**src/rtl/main_ctrl_pkg.sv**
```systemverilog
// Shared encodings for the multicycle MIPS main control unit: opcodes, ALUop codes,
// FSM states and the datapath control word produced per state.
package main_ctrl_pkg;

  localparam logic [5:0] OP_R    = 6'b000000;
  localparam logic [5:0] OP_LW   = 6'b100011;
  localparam logic [5:0] OP_SW   = 6'b101011;
  localparam logic [5:0] OP_BEQ  = 6'b000100;
  localparam logic [5:0] OP_J    = 6'b000010;
  localparam logic [5:0] OP_ADDI = 6'b001000;

  localparam logic [1:0] ALUOP_ADD   = 2'b00;
  localparam logic [1:0] ALUOP_SUB   = 2'b01;
  localparam logic [1:0] ALUOP_RTYPE = 2'b10;

  typedef enum logic [3:0] {
    S_FETCH  = 4'd0,
    S_DECODE = 4'd1,
    S_MEMADR = 4'd2,
    S_MEMRD  = 4'd3,
    S_MEMWB  = 4'd4,
    S_MEMWR  = 4'd5,
    S_EXEC   = 4'd6,
    S_RWB    = 4'd7,
    S_BRANCH = 4'd8,
    S_JUMP   = 4'd9,
    S_ADDIEX = 4'd10,
    S_ADDIWB = 4'd11
  } state_t;

  typedef struct packed {
    logic       pc_write;
    logic       pc_write_cond;
    logic       iord;
    logic       mem_read;
    logic       mem_write;
    logic       mem_to_reg;
    logic       ir_write;
    logic       reg_dst;
    logic       reg_write;
    logic       alu_src_a;
    logic [1:0] alu_src_b;
    logic [1:0] pc_source;
    logic [1:0] alu_op;
    logic       addi;
    logic       instr_done;
  } ctrl_t;

endpackage

```
**src/rtl/main_ctrl_outdec.sv**
```systemverilog
// Combinational state -> control-word decoder (Moore outputs).
// Zero latency; no flow control, unused encodings decode to an all-zero word.
module main_ctrl_outdec
  import main_ctrl_pkg::*;
(
  input  state_t st,
  output ctrl_t  cw
);

  always_comb begin
    cw = '0;
    case (st)
      S_FETCH: begin
        cw.mem_read  = 1'b1;
        cw.ir_write  = 1'b1;
        cw.pc_write  = 1'b1;
        cw.alu_src_b = 2'b01;
        cw.alu_op    = ALUOP_ADD;
      end
      S_DECODE: begin
        cw.alu_src_b = 2'b11;
        cw.alu_op    = ALUOP_ADD;
      end
      S_MEMADR: begin
        cw.alu_src_a = 1'b1;
        cw.alu_src_b = 2'b10;
        cw.alu_op    = ALUOP_ADD;
      end
      S_MEMRD: begin
        cw.mem_read = 1'b1;
        cw.iord     = 1'b1;
      end
      S_MEMWB: begin
        cw.reg_write  = 1'b1;
        cw.mem_to_reg = 1'b1;
        cw.instr_done = 1'b1;
      end
      S_MEMWR: begin
        cw.mem_write  = 1'b1;
        cw.iord       = 1'b1;
        cw.instr_done = 1'b1;
      end
      S_EXEC: begin
        cw.alu_src_a = 1'b1;
        cw.alu_src_b = 2'b00;
        cw.alu_op    = ALUOP_RTYPE;
      end
      S_RWB: begin
        cw.reg_write  = 1'b1;
        cw.reg_dst    = 1'b1;
        cw.instr_done = 1'b1;
      end
      S_BRANCH: begin
        cw.alu_src_a     = 1'b1;
        cw.alu_op        = ALUOP_SUB;
        cw.pc_write_cond = 1'b1;
        cw.pc_source     = 2'b01;
        cw.instr_done    = 1'b1;
      end
      S_JUMP: begin
        cw.pc_write   = 1'b1;
        cw.pc_source  = 2'b10;
        cw.instr_done = 1'b1;
      end
      S_ADDIEX: begin
        cw.alu_src_a = 1'b1;
        cw.alu_src_b = 2'b10;
        cw.alu_op    = ALUOP_ADD;
        cw.addi      = 1'b1;
      end
      S_ADDIWB: begin
        cw.reg_write  = 1'b1;
        cw.instr_done = 1'b1;
      end
      default: cw = '0;
    endcase
  end

endmodule

```
**src/rtl/main_control_fsm.sv**
```systemverilog
// Multicycle MIPS main control FSM: one instruction in flight, 2-5 cycles each.
// Outputs decode from the registered state; reset gates all write enables immediately.
module main_control_fsm
  import main_ctrl_pkg::*;
#(
  parameter int STATE_W = 4
) (
  input  logic               clk,
  input  logic               reset,
  input  logic [5:0]         opcode,
  output logic               PCWrite,
  output logic               PCWriteCond,
  output logic               IorD,
  output logic               MemRead,
  output logic               MemWrite,
  output logic               MemtoReg,
  output logic               IRWrite,
  output logic               RegDst,
  output logic               RegWrite,
  output logic               ALUSrcA,
  output logic [1:0]         ALUSrcB,
  output logic [1:0]         PCSource,
  output logic [1:0]         ALUop,
  output logic               addi,
  output logic               instr_done,
  output logic               illegal_op,
  output logic [STATE_W-1:0] state
);

  state_t cur;
  ctrl_t  cw;
  logic   op_legal;

  // The IR holds opcode stable for the whole instruction, so MEMADR re-reads it.
  always_ff @(posedge clk) begin
    if (reset) begin
      cur <= S_FETCH;
    end else begin
      case (cur)
        S_FETCH:  cur <= S_DECODE;
        S_DECODE: begin
          case (opcode)
            OP_LW, OP_SW: cur <= S_MEMADR;
            OP_R:         cur <= S_EXEC;
            OP_BEQ:       cur <= S_BRANCH;
            OP_J:         cur <= S_JUMP;
            OP_ADDI:      cur <= S_ADDIEX;
            default:      cur <= S_FETCH;
          endcase
        end
        S_MEMADR: cur <= (opcode == OP_SW) ? S_MEMWR : S_MEMRD;
        S_MEMRD:  cur <= S_MEMWB;
        S_EXEC:   cur <= S_RWB;
        S_ADDIEX: cur <= S_ADDIWB;
        default:  cur <= S_FETCH;
      endcase
    end
  end

  main_ctrl_outdec u_outdec (
    .st (cur),
    .cw (cw)
  );

  assign op_legal = (opcode == OP_R)   || (opcode == OP_LW) || (opcode == OP_SW) ||
                    (opcode == OP_BEQ) || (opcode == OP_J)  || (opcode == OP_ADDI);

  assign PCWrite     = cw.pc_write      & ~reset;
  assign PCWriteCond = cw.pc_write_cond & ~reset;
  assign MemRead     = cw.mem_read      & ~reset;
  assign MemWrite    = cw.mem_write     & ~reset;
  assign IRWrite     = cw.ir_write      & ~reset;
  assign RegWrite    = cw.reg_write     & ~reset;
  assign instr_done  = cw.instr_done    & ~reset;
  assign illegal_op  = (cur == S_DECODE) & ~op_legal & ~reset;

  assign IorD     = cw.iord;
  assign MemtoReg = cw.mem_to_reg;
  assign RegDst   = cw.reg_dst;
  assign ALUSrcA  = cw.alu_src_a;
  assign ALUSrcB  = cw.alu_src_b;
  assign PCSource = cw.pc_source;
  assign ALUop    = cw.alu_op;
  assign addi     = cw.addi;
  assign state    = STATE_W'(cur);

endmodule

```
**config.mk**
```make
export PLATFORM = sky130hd
export DESIGN_NAME = main_control_fsm
export DESIGN_NICKNAME = d
export VERILOG_FILES = /design/src/rtl/main_ctrl_pkg.sv /design/src/rtl/main_ctrl_outdec.sv /design/src/rtl/main_control_fsm.sv
export SDC_FILE = /design/constraint.sdc
export NUM_CORES = 1
export LEC_CHECK = 0
export CELL_PAD_IN_SITES_DETAIL_PLACEMENT = 0
export CELL_PAD_IN_SITES_GLOBAL_PLACEMENT = 1
export CORE_MARGIN = 3
export CORE_UTILIZATION = 23
export DETAILED_ROUTE_END_ITERATION = 6
export PLACE_DENSITY = 0.86
export SLEW_MARGIN = 20
export SYNTH_ARGS = -nofsm -noshare
export SYNTH_HDL_FRONTEND = slang
export SYNTH_SLANG_ARGS = --single-unit
export TNS_END_PERCENT = 50
```
**constraint.sdc**
```tcl
create_clock -name clk -period 1.82 [get_ports clk]
set_clock_uncertainty 0.1 [all_clocks]
set_input_delay 0.273 -clock clk [delete_from_list [all_inputs] [get_ports clk]]
set_output_delay 0.273 -clock clk [all_outputs]
set_load 0.05 [all_outputs]
```
==> run_results.csv <==
group,metric,value,unit
global_route,via_count_of_the_first_global_routing_pass,708,
worst_setup_path,crit_path_max_fanout,8,
synth,synth.area.top_cells,"dfxtp_1 16%, nor3_1 9.0%, nor2_1 7.5%",
global_route,gr-total-overflow,0,
worst_setup_path,critical_path.endpoint_type,"primary output",
synth,yosysWarnings,0,
floorplanning,floorplan.initialDensity,24.9,%
clock_tree,cts_tree,"done",
global_route,grt_first_pass_wirelength,3410,µm
clock_tree,cts-htree-levels,1,
synth,synth_fp_nets,80,
route,via_count,729,
route,detailedRoute.firstPassIterationCount,4,
run_status,status,"complete, no violations",
sta,maxSlewHeadroom,79.0,%
synth,synth_top_cells_by_count,"10 x nor2_1, 9 x nor3_1, 5 x nor4_1",
clock_tree,worst_setup_hold_path_clk_slew,0.04,ns
final_layout,finish.instance_area,0.00140,mm²
floorplanning,placement_rows,16,
clock_tree,cts-root-buf,"clkbuf_4",
worst_setup_path,timing.setup.critical_path_class,"register to primary output",
final_layout,final_net_count,131,
synth,netlist_area,498,µm²
place,io_buffer_count,30,
sta,fin_crit_sh,97.9,%
min_path,hp-class,"input port to register",
final_layout,flow.area_growth_from_synthesis,180,%
floorplanning,die_area,0.00276,mm²
worst_setup_path,timing.critical_path.slowest_stage_cell,"dfxtp_4",
final_layout,postLayoutCoreUtil,69.7,%
floorplanning,die_w,52.5,µm
place,place.gp.congestion,0.831,
sta,final.min_clock_period,1.78,ns
floorplanning,boundaryPins,31,
power,power.leakage,0.520,nW
run,maxCapViolCount,0,
clock_tree,numCtsBuffers,3,
clock_tree,clock_latency_on_the_worst_skew_pair,0.25,ns
synth,synthesis.area_per_instance,6.92,µm²
synth,number_of_enable_type_register_cells_in_the_synthesized_netlist,0,
synth,ys.flop_type,"dfxtp_1",
worst_setup_path,startpoint_class,"register",
power,power.share.clock,28.4,%
route,initialDrtViolationCount,9,
route,wl_per_cell,13.9,µm
power,netSwitchingPower,0.172,mW
sta,report.final.setup_viol,0,
power,power.density,325,mW/mm²
synth,synth_cells,72,
synth,netlist.top_cell.by_area,"dfxtp_1",
power,irDropWorstVdd,207,µV
synth,synth_cell_types,31,
synth,postSynthRegisterBits,4,
sta,finalMaxSlewViolations,0,
worst_setup_path,timing.critical_path.arrival,1.41,ns
global_route,antenna_found_initial,0,
worst_setup_path,max_stage_delay,0.37,ns
synth,yosysMostFrequentCell,"nor2_1",
clock_tree,clk_path_buf_depth,2,
worst_setup_path,crit_path_cell_trace,"nor2b_2 > buf_4 > nor4_4 > buf_12",
sta,setup_slack_after_layout,0.0381,ns
clock_tree,cts.sink_count,4,
sta,timing.final.hold_violations,0,
global_route,grt_use_total,17.0,%
min_path,hold_path_depth,3,
final_layout,share_of_final_layout_standard_cells_stronger_than_drive_strength_1,68.9,%
synth,ys_async_sr_fraction,0,%
power,seq_power_share,20.9,%
sta,max_clock_freq,561,MHz
synth,synth_sequential_area_ratio,16.1,%
place,place_area,0.00132,mm²
power,comb_power_share,50.7,%
power,p_sw_share,37.9,%
global_route,grt_start_max_net_pins,12,
worst_setup_path,worst_ep_required_time,1.45,ns
route,remaining_design_rule_violation_count,0,
sta,unrepaired_setup_endpoints_after_global_routing,"yes",
floorplanning,design.core.area,0.00200,mm²
place,pre_cts_ws,-0.264,ns
floorplanning,die-height,52.5,µm
route,vias_per_cell,4.89,
place,place.detailed.hpwl,1720,µm
power,internal_power,0.281,mW
route,drt.antenna.violating_nets,0,
final_layout,antenna-diode-count,0,
final_layout,largest_register_ff_count,4,
synth,synth_largest_type_area_fraction,16.1,%
sta,max_slew.worst_pin.slew,0.314,ns
route,routed_wl,2070,µm
worst_setup_path,rr_worst_depth,5,
## cells by family (layout without fill, tap and decap cells)
kind of cell | Yosys count | in the layout | share of synthesized area, %
and+or+nand+nor | 46 | 46 | 51.8
muxes | 1 | 1 | 2.01
xor gates and xnor gates | 4 | 4 | 7.04
buffers and inverters | 5 | 55 | 5.03
AOI/OAI and AO/OA | 12 | 12 | 18.1
DFF | 4 | 4 | 16.1
## cell usage in the layout, fill, tap and decap left out, types with 2 or more instances in the layout
cell type,synthesis,final
buf_12,0,22
buf_4,1,21
nor2_2,1,6
nor2_1,10,5
nor4_4,0,5
nor3_2,0,4
a21oi_1,4,4
dlygate4sd2_1,0,4
nand2b_1,4,3
nor3_4,0,3
nand2_1,3,3
clkbuf_4,0,3
dfxtp_4,0,3
xor2_1,2,2
nand3_1,2,2
xnor2_1,2,2
nor3b_4,0,2
or2_2,2,2
nor3_1,9,2
buf_2,2,2
## area by class of cell
cell class	count	area [µm²]
clock buffer	4	26.3
timing repair buffer	51	664
multi-input combinational	63	578
fill	152	607
sequential	4	92.6
tap	27	33.8
## through the flow
stage | instances | hold slack, ns | power (mW) | TNS (ns)
6_report | 149 | 0.422 | 0.453 | 0
5_1_grt | 149 | 0.471 | 0.467 | -0.0167
4_1_cts | 148 | 0.411 | 0.453 | 0
3_5_place_dp | 142 | 0.578 | 0.327 | -0.375
3_3_place_gp | 142 | 0.569 | 0.323 | -0.319
2_1_floorplan | 72 | 0.310 | 0.210 | -0.348
## power groups by stage
stage | registers, mW | logic [mW] | clock network (mW)
2_1_floorplan | 0.102 | 0.108 | 0
3_3_place_gp | 0.0964 | 0.227 | 0
3_5_place_dp | 0.0965 | 0.230 | 0
4_1_cts | 0.0949 | 0.228 | 0.130
5_1_grt | 0.0952 | 0.242 | 0.130
6_report | 0.0946 | 0.230 | 0.129
## final timing paths
path | from | slack [ns] | to
max reg2reg | state[0] | 0.43 | state[1]
min reg2reg | state[2] | 0.65 | state[0]
min | opcode[1] | 0.42 | state[0]
max | state[0] | 0.04 | MemRead
## worst max-delay path: cells and delay by family (launching register included)
family / cells / cell delay [ns]
buf+inv: 2 / 0.33
flops: 1 / 0.37
simple gates: 2 / 0.47
## layer usage
layer	GRT usage [%]	vias to the layer above	routed length [µm]
met5	0	-	0
met4	6.38	0	36
met3	2.56	4	80
met2	30.4	18	1140
met1	20.1	345	822
li1	-	362	-
## repair_timing
action                     CTS  global route
hold buffers                 0             0
gates resized for setup     18             4
setup endpoints to repair    6             7
setup buffers                2             1
pin swaps                    5             1
No activity file was read; power rests on OpenSTA's default activity.
